==> src/rtl/serial_adder_pkg.sv <==
// rtl/serial_adder_pkg.sv - shared state encoding and default width for the serial adder
package serial_adder_pkg;

    localparam int SA_WIDTH_DEF = 8;

    typedef enum logic [1:0] {
        ST_IDLE  = 2'd0,
        ST_SHIFT = 2'd1,
        ST_DONE  = 2'd2
    } sa_state_t;

endpackage

==> src/rtl/fa_cell.sv <==
// rtl/fa_cell.sv - combinational one-bit full adder cell
module fa_cell (
    input  logic x,
    input  logic y,
    input  logic c,
    output logic s,
    output logic co
);

    assign s  = x ^ y ^ c;
    assign co = (x & y) | (x & c) | (y & c);

endmodule

==> src/rtl/serial_adder.sv <==
// rtl/serial_adder.sv - bit-serial adder around one fa_cell, LSB first; SERIAL_ADDER_OVF_EN adds a signed overflow flag
module serial_adder
    import serial_adder_pkg::*;
#(
    parameter int WIDTH = SA_WIDTH_DEF
) (
    input  logic             clk,
    input  logic             rst,
    input  logic             start,
    input  logic [WIDTH-1:0] a,
    input  logic [WIDTH-1:0] b,
    input  logic             cin,
    output logic             busy,
    output logic             done,
`ifdef SERIAL_ADDER_OVF_EN
    output logic             ovf,
`endif
    output logic [WIDTH-1:0] sum,
    output logic             cout
);

    localparam int CNT_W = $clog2(WIDTH + 1);

    sa_state_t        state;
    sa_state_t        state_nxt;
    logic [WIDTH-1:0] a_sr;
    logic [WIDTH-1:0] b_sr;
    logic [WIDTH-1:0] sum_sr;
    logic             carry;
    logic [CNT_W-1:0] cnt;
    logic             cell_s;
    logic             cell_co;
    logic             last_bit;
    logic             accept;

    fa_cell u_fa (
        .x  (a_sr[0]),
        .y  (b_sr[0]),
        .c  (carry),
        .s  (cell_s),
        .co (cell_co)
    );

    assign last_bit = (cnt == CNT_W'(WIDTH - 1));
    assign accept   = start && ((state == ST_IDLE) || (state == ST_DONE));

    always_ff @(posedge clk or posedge rst) begin
        if (rst) begin
            state <= ST_IDLE;
        end else begin
            state <= state_nxt;
        end
    end

    always_comb begin
        state_nxt = state;
        case (state)
            ST_IDLE:  if (start) state_nxt = ST_SHIFT;
            ST_SHIFT: if (last_bit) state_nxt = ST_DONE;
            ST_DONE:  state_nxt = start ? ST_SHIFT : ST_IDLE;
            default:  state_nxt = ST_IDLE;
        endcase
    end

    // sum_sr is left untouched on capture so the previous result stays readable until shifting begins
    always_ff @(posedge clk or posedge rst) begin
        if (rst) begin
            a_sr   <= '0;
            b_sr   <= '0;
            sum_sr <= '0;
            carry  <= 1'b0;
            cnt    <= '0;
        end else if (accept) begin
            a_sr  <= a;
            b_sr  <= b;
            carry <= cin;
            cnt   <= '0;
        end else if (state == ST_SHIFT) begin
            sum_sr <= {cell_s, sum_sr[WIDTH-1:1]};
            carry  <= cell_co;
            a_sr   <= {1'b0, a_sr[WIDTH-1:1]};
            b_sr   <= {1'b0, b_sr[WIDTH-1:1]};
            cnt    <= cnt + CNT_W'(1);
        end
    end

`ifdef SERIAL_ADDER_OVF_EN
    // On the MSB cycle, carry is the carry into the MSB and cell_co the carry out of it
    always_ff @(posedge clk or posedge rst) begin
        if (rst) begin
            ovf <= 1'b0;
        end else if ((state == ST_SHIFT) && last_bit) begin
            ovf <= carry ^ cell_co;
        end
    end
`endif

    assign busy = (state == ST_SHIFT);
    assign done = (state == ST_DONE);
    assign sum  = sum_sr;
    assign cout = carry;

endmodule

==> config.mk <==
export PLATFORM = sky130hd
export DESIGN_NAME = serial_adder
export DESIGN_NICKNAME = d
export VERILOG_FILES = /design/src/rtl/serial_adder_pkg.sv /design/src/rtl/fa_cell.sv /design/src/rtl/serial_adder.sv
export SDC_FILE = /design/constraint.sdc
export NUM_CORES = 1
export LEC_CHECK = 0
export CAP_MARGIN = 20
export CORE_ASPECT_RATIO = 1.4
export CORE_MARGIN = 2
export CORE_UTILIZATION = 44
export DETAILED_ROUTE_END_ITERATION = 10
export PLACE_DENSITY_LB_ADDON = 0.2
export SYNTH_ARGS = -nofsm -noshare
export SYNTH_HDL_FRONTEND = slang
export SYNTH_SLANG_ARGS = --single-unit
==> constraint.sdc <==
create_clock -name clk -period 1.2 [get_ports clk]
set_clock_uncertainty 0.1 [all_clocks]
set_input_delay 0.24 -clock clk [delete_from_list [all_inputs] [get_ports clk]]
set_output_delay 0.24 -clock clk [all_outputs]
set_load 0.005 [all_outputs]
# Word-level counts from Yosys, hierarchy flattened
# Cells that the tools add are included.
# classes
n_eq_ne,5
n_bitwise,8
reduce_logical,6
addsub,1
n_mux,12
# op_table
cell,n
8-bit two-way mux,4
4-bit two-way mux,2
2-bit one-hot mux with 3 select lines,1
"4-bit by 1-bit adder with 4-bit output, second input constant",1
"4-bit by 3-bit == test with 1-bit output, second input constant",1
2-bit two-way mux,2
2-bit AND reduction,2
1-bit bitwise AND,3
1-bit two-way mux,3
"2-bit by 1-bit == test with 1-bit output, second input constant",1
"2-bit == test, second input constant",1
2-bit logical NOT,1
"2-bit by 1-bit inequality test with 1-bit output, second input constant",1
"2-bit inequality test, second input constant",1
1-bit OR,2
2-bit nonzero test,1
1-bit XOR,2
1-bit logical AND,1
1-bit logical OR,1
1-bit NOT,1
# totals
input_bits,20
reg_bits,31
out_inout_bits,11
elab_cells,38

# Longest topological paths before layout
# Gate-level depths: netlist (run 1).
# depth
ltp_word,5
ltp_mapped,7

# Hierarchy
# From an unflattened synthesis (run 1), not the netlist that was laid out.
# hier_totals
cells_unflattened,146
hier_area_um2,1377.6
# by_module_without_submodules
mod,instances,seq_area_each_um2,area_each_um2,cells_per_inst
serial_adder,1,775.7,1357.6,145
fa_cell,1,0.0,20.0,1

# Worst setup path after synthesis (run 1)
# No wires, ideal clock.
# synth_path
path_kind,reg2out
from,reg state[1]
to,out busy
setup_slack_ps,-54
t_arrival_ps,914
path_stages_with_launch,6
cell_sequence,dfrtp_1 -> nand2b_1 -> buf_6 -> inv_4 -> buf_6 -> buf_6
# synth_between
elab_chain_len,1
# synth_lines
item,line,rtl
start: declaration,serial_adder.sv:24,sa_state_t state;
start signal: assignment,serial_adder.sv:51,state <= state_nxt;
2-bit by 1-bit == test with 1-bit output,serial_adder.sv:98,assign busy = (state == ST_SHIFT);
end: declaration,serial_adder.sv:13,"output logic busy,"
# No other way between the ends.

# Worst setup path after layout (run 1)
# layout_path
from,reg state[0]
to,out busy
# The elaborated chain is that of the path after synthesis.

==> results.txt, run 1 <==
The number of antenna violations at the first check in global routing is 0. The area share of xor/xnor cells in the synthesized design is 0%. VDD sags by at most 1.93 mV. When the netlist entered floorplanning its net count stood at 159. The number of I/O port buffers came out at 30. The I/O pin total is 31. The post-synthesis cell type count came out at 25. The row count came out at 23.

For the worst-skew pair, the clock arrives at the later sink with an insertion delay of 0.28 ns. The iteration-0 DRC count of the detailed router is 12. From synthesis to final layout, the design area changed by 61.6%. The run finished, with violations left. The number of remaining DRC errors is 0. The count of nets left with antenna violations once routing finished came out at 0. The vertical die dimension is 70.0 um. The first-pass iteration count of the detailed router came out at 4. The total CTS buffers is 5.

The number of H-tree levels came out at 2. After synthesis, the share of cell area in mux cells is 3.47%. The final count of negative-setup-slack endpoints came out at 32. The basic-gate share of the synthesized area counting and, or, nand and nor cells is 21.5%. The critical path is of the reg2out type. After synthesis, the largest family of logic cells by area is simple AND/OR/NAND/NOR gates. At the end of the flow, the number of nets in the layout was 214. In this run the mean area of a mapped cell was 9.99 sq um. The post-synth design cell area came out at 1370 sq um. The number of filler instances in the final layout came out at 184.

The family with the most delay on the worst path is flip-flops. The area of the core region came out at 2910 sq um. The fraction of layout cells with a size suffix above 1 is 40.9%. The path class of the tightest hold or removal check is in2async. The clock net in this run drives a total of 31 sinks. Summing the areas of all fa, ha and maj instances in the mapped netlist gives 2.38% of the synthesized area. The final critical path takes up 118% of the cycle. Dividing total power by cell area gives a power density of 2700 nW/um^2. The routed wire length is 3570 um. For the pin with the worst max-slew slack, the measured transition is 0.202 ns. The maximum number of pins on one net before global-route repair is 32. The width of the chip is 51.1 um. The via count is 1211. The worst-case headroom to the max-slew limit is 86.4%. Among all stages on the critical path, the largest delay is contributed by dfrtp_1.

The final setup slack of the worst path is -0.217 ns. The aggregate global routing overflow came out at 0. Synthesis handed over a netlist of 137 instances. The number of buffers on the longest clock path came out at 2. The final reports fail on negative setup slack. The sum of negative setup slack is -3.92 ns. Walking the worst path, the cells encountered are buf_6, nand2b_4, inv_4, buf_6.

The number of buffers added to fix hold violations after cts came out at 0. Counting flops and latches in the post-synthesis netlist gives 31. After legalization and detailed placement, the total HPWL measured 2090 um. The first-pass GRT wire length is 5860 um.

The capturing element type of the critical path is an output port. Setup repair after global routing could not meet its margin everywhere. The clock transition at the registers of the reported paths is 0.06 ns. The count of max-cap constraint violations is 0. The share of the synthesized area in compound gates (AO/OA/AOI/OAI) is 9.87%. TritonCTS built the clock tree. The cell that appears most often on the critical path is buf_6. The arrival time at the worst endpoint is 1.08 ns. The shortest clock period the worst path allows after layout came out at 1.42 ns.

The post-synthesis sequential area ratio is 56.7%. The root buffer cell chosen for the clock tree is clkbuf_8. In the final routed layout, each cell accounts on average for 15.5 um.

The vias per cell is 5.27. The worst setup path is launched from a register. The via count of the first global-routing pass is 1264. Timing would allow up to 706 MHz. The number of warnings issued by yosys came out at 0.

The leakage power is 1.03 nW. The worst-case hold slack is 0.214 ns. The placer congestion estimate is 0.741. The global-route usage over all layers is 22.0%. The number of hold violations in the final report came out at 0. The critical path required time is 0.86 ns.

The full die area came out at 3580 sq um. Of all nets on the critical path, the largest fanout is 3. The repair_antennas step left the layout with diodes totalling 0. The max-slew violation count came out at 0. The buffer and inverter count on the worst path came out at 3. Once the floorplan was initialized, standard cells occupied 47.1% of the core. The largest stage delay on the critical path came out at 0.40 ns.
[per-layer routing]
layer | wire length [um] | up-vias | GRT usage, %
met2 | 1940 | 35 | 38.0
met5 | 0 | - | 0
li1 | - | 576 | -
met3 | 162 | 6 | 5.98
met1 | 1430 | 594 | 25.3
met4 | 46 | 0 | 8.41
[final cells by class]
class	instances	area, sq um	share of cell area, %
Multi-Input combinational cell	94	678	30.7
Sequential cell	31	776	35.1
Clock buffer	8	100	4.52
Tap cell	37	46.3	2.09
Timing Repair Buffer	58	602	27.2
Inverter	2	10.0	0.452
[power by group]
part,internal [mW],switching [mW],total [mW]
clock,0.523,0.374,0.897
sequential,1.52,0.352,1.87
combinational,1.75,1.46,3.21
total,3.80,2.18,5.98
[sequential cells by signal, indices dropped and copies added, names as in the netlist]
| register | cells |
|---|---|
| a_sr | 8 |
| b_sr | 8 |
| cnt | 4 |
| cout | 1 |
| state | 2 |
| sum | 8 |
[final timing paths]
path | startpoint | end | slack (ns) | depth (start not counted)
min in group clk | cnt[3] | state[1] | 0.40 | 1
setup / recovery | state[0] | busy | -0.22 | 4
max in group asynchronous | rst | a_sr[0] | 0.61 | 3
hold reg to reg | cnt[3] | state[1] | 0.40 | 1
hold / removal | rst | state[1] | 0.21 | 3
setup reg to reg | state[0] | cnt[2] | -0.21 | 5
[Yosys cell counts]
library cell | count | area [sq um]
mux2i_4 | 1 | 22.5
inv_4 | 1 | 6.26
fa_1 | 1 | 20.0
buf_2 | 5 | 25.0
nor2_1 | 8 | 30.0
ha_1 | 1 | 12.5
nor2b_1 | 2 | 12.5
nand2b_1 | 2 | 12.5
a22o_1 | 2 | 17.5
o21ai_0 | 2 | 10.0
buf_6 | 4 | 45.0
nand3_1 | 8 | 40.0
clkbuf_1 | 1 | 3.75
o22ai_1 | 7 | 43.8
mux2i_1 | 1 | 10.0
nor2_2 | 1 | 6.26
nor3_1 | 8 | 40.0
dfrtp_1 | 31 | 776
nand2_1 | 39 | 146
a22oi_1 | 7 | 52.6
nand4_1 | 1 | 6.26
a21oi_1 | 1 | 5.00
mux2_4 | 1 | 15.0
inv_1 | 1 | 3.75
a31oi_1 | 1 | 6.26
[logic make-up (layout without fill, tap and decap cells)]
group                      count (synthesis)  after routing
AOI/OAI and AO/OA                         20             20
DFF                                       31             31
buffers and inverters                     12             68
and+or+nand+nor                           69             69
adders and majority gates                  2              2
muxes                                      3              3
[worst min-delay path, cell delays in order]
cell             delay (ns)
clkdlybuf4s50_1        0.41
inv_1                  0.10
buf_12                 0.21
[repair_timing]
item                       in CTS  in global routing
setup buffers                   6                  2
gates resized for setup        66                 31
gates cloned                    2                  0
pin swaps                      17                  5
setup endpoints to repair      38                 32
[placed cells by master (no fill, tap or decap), types with 7 or more instances in the layout]
| master | n |
|---|---|
| buf_2 | 10 |
| buf_4 | 13 |
| buf_6 | 7 |
| clkbuf_8 | 7 |
| clkdlybuf4s50_1 | 19 |
| dfrtp_1 | 31 |
| nand2_1 | 34 |
| nand3_2 | 7 |
| nor3_1 | 7 |
[stage by stage]
stage          instances  setup slack, ns  total power [mW]  cell area [sq um]  utilization (%)
6_report             230           -0.217              5.98               2210             76.1
3_3_place_gp         213           -0.342              4.06               1830             62.9
4_1_cts              228           -0.173              5.49               2070             71.3
5_1_grt              230           -0.252              6.40               2210             76.1
3_5_place_dp         213           -0.396              4.19               1830             62.9
2_1_floorplan        137          -0.0423              3.24               1380                -
(Power assumes the default switching activity.)
==> run 2: changes to the inputs <==
- SETUP_SLACK_MARGIN: default -> 0.02
- SKIP_LAST_GASP: default -> 1
==> results.txt, run 2 (synthesis results as in run 1) <==
The met2 track demand over resource came out at 36.4%. The number of I/O port buffers is 30. Setup slack on the worst reg-to-reg path comes out at -0.19 ns. For this design the static power due to leakage is 1.05 nW. The number of buffers on the longest clock path came out at 2. TritonCTS built the clock tree. The fraction of layout cells with a size suffix above 1 came out at 43.2%.

The net count of the finished layout is 214. The area of the core region is 2910 sq um. The starting density of the core is 47.1%. The worst-case hold slack is 0.192 ns. The critical path required time came out at 1.27 ns.

The final setup slack of the worst path came out at -0.190 ns. At the later pin of the worst-skew pair, clock insertion delay measures 0.29 ns. The HPWL after detailed placement is 2030 um.

Buffers inserted during clock tree synthesis total 5. The tightest min-delay check is of the in2async type. After clock tree synthesis, the clock-pin slew on the worst setup and hold paths is 0.06 ns. The final count of negative-setup-slack endpoints came out at 33.

The pre-antenna-repair detailed-routing pass consisted of 4 iterations. The number of routed nets with antenna violations is 0. Global routing used 20.7% of the available tracks across all layers. The library cell used most frequently in the layout, excluding fill and tap cells, is nand2_1. The worst path uses 116% of the clock period. The layer flagged by global routing as most heavily used is met2.

The first-pass GRT wire length came out at 5520 um. The vertical die dimension is 70.0 um. The startpoint of the worst register-to-register path is state[0].

The maximum number of pins on one net before global-route repair is 32. Counting cells, the worst reg-to-reg path comes to 6. The placer congestion estimate is 0.668.

The actual transition at the worst max-transition pin came out at 0.198 ns. The total area of multi-input combinational cells came out at 708 sq um. The met3 track demand over resource is 5.98%.

The via count of the first global-routing pass came out at 1246. The per-cell routed wire length is 16.2 um. The critical path start-end classification is reg2reg. The TritonCTS sink count is 31. The width of the chip is 51.1 um. The number of filler instances in the final layout is 191. In this run the critical register-to-register path is captured at a_sr[0].

The fraction of met1 tracks used by global routing is 22.4%. The top achievable clock speed came out at 720 MHz. The routed wire length came out at 3710 um. The sum of negative setup slack is -4.24 ns. The tool flagged a number of max-cap violations equal to 0. The die covers 3580 sq um. For this block, the initial DRC count from the detailed router was 25. The power density of the placed cells came out at 2640 nW/um^2.

The number of buffers added to fix hold violations after cts came out at 0. The vias per cell came out at 5.31. CTS built an H-tree with a depth of 2.

For the worst setup path, the data arrival time is 1.46 ns. 31 I/O pins were placed. The area growth from synthesis to layout is 65.4%. Setup repair after global routing could not meet its margin everywhere. The category of the worst setup path launch point is a register. The max-slew violation count is 0. The highest fanout seen on the critical path came out at 5. The top cell types in the final layout, fill and taps aside, are nand2_1 (37), dfrtp_1 (31), clkdlybuf4s50_1 (19). The checks that failed: negative setup slack. The worst-case headroom to the max-slew limit is 86.8%. The number of hold violations in the final report came out at 0. The aggregate global routing overflow is 0. The row count is 23. The cell at the root of the clock tree is clkbuf_8.

The run finished, with violations left. The via count is 1216. 0 antenna diodes ended up in the layout. The number of antenna violations at the first check in global routing is 0. Across the VDD grid, the largest voltage drop is 1.95 mV. The number of remaining DRC errors is 0.

The shortest clock period the worst path allows after layout came out at 1.39 ns. The storage element area came out at 776 sq um. STA classifies the critical path endpoint as a register.
[run 2: final cells by class]
| cell class | count | share of cell area, % |
|---|---|---|
| clock buffers | 6 | 3.65 |
| inverters | 2 | 0.442 |
| repair buffers | 58 | 28.1 |
| clock inverters | 1 | 0.221 |
| flip-flops and latches | 31 | 34.3 |
| multi-input cells | 94 | 31.3 |
| well taps | 37 | 2.05 |
[run 2: routing by layer]
layer,vias to the layer above,routed length (um)
li1,571,-
met1,605,1430
met5,-,0
met4,0,83
met2,31,2070
met3,9,127
[run 2: critical path, cell delays in order (launching register included)]
cell	delay (ns)
dfrtp_1	0.39
buf_6	0.13
buf_6	0.12
nand2b_4	0.20
buf_12	0.17
o22ai_2	0.11
nor2_1	0.06
[run 2: worst max-delay path by stage]
| stage | to | from | slack, ns | cells after the start |
|---|---|---|---|---|
| after floorplan | busy | state[1] | -0.04 | 5 |
| after global placement | cnt[2] | start | -0.32 | 5 |
| after detailed placement | cnt[2] | start | -0.33 | 5 |
| after CTS | busy | state[0] | -0.17 | 4 |
| after global routing | a_sr[0] | state[0] | -0.24 | 6 |
| final | a_sr[0] | state[0] | -0.19 | 6 |
[run 2: timing repair]
item / in CTS / in global routing
cloned: 2 / 2
pin swaps: 13 / 19
resized for setup: 74 / 26
endpoints found under the setup margin: 42 / 34
buffers inserted: 6 / 0
[run 2: power breakdown]
| group | internal [mW] | total (mW) | switching, mW | leakage, nW |
|---|---|---|---|---|
| Clock | 0.449 | 0.837 | 0.387 | 0.0470 |
| Sequential | 1.52 | 1.87 | 0.349 | 0.385 |
| Combinational | 1.79 | 3.28 | 1.49 | 0.619 |
| Total | 3.76 | 5.99 | 2.23 | 1.05 |
[run 2: through the flow]
step	cell area [sq um]	worst slack, ns	total power [mW]	instances	utilization, %
global placement	1850	-0.317	4.12	213	63.5
floorplan	1380	-0.0422	3.26	137	-
detailed placement	1850	-0.328	4.24	213	63.5
global route	2260	-0.239	6.38	229	77.9
finish	2260	-0.190	5.99	229	77.9
CTS	2100	-0.169	5.51	227	72.2
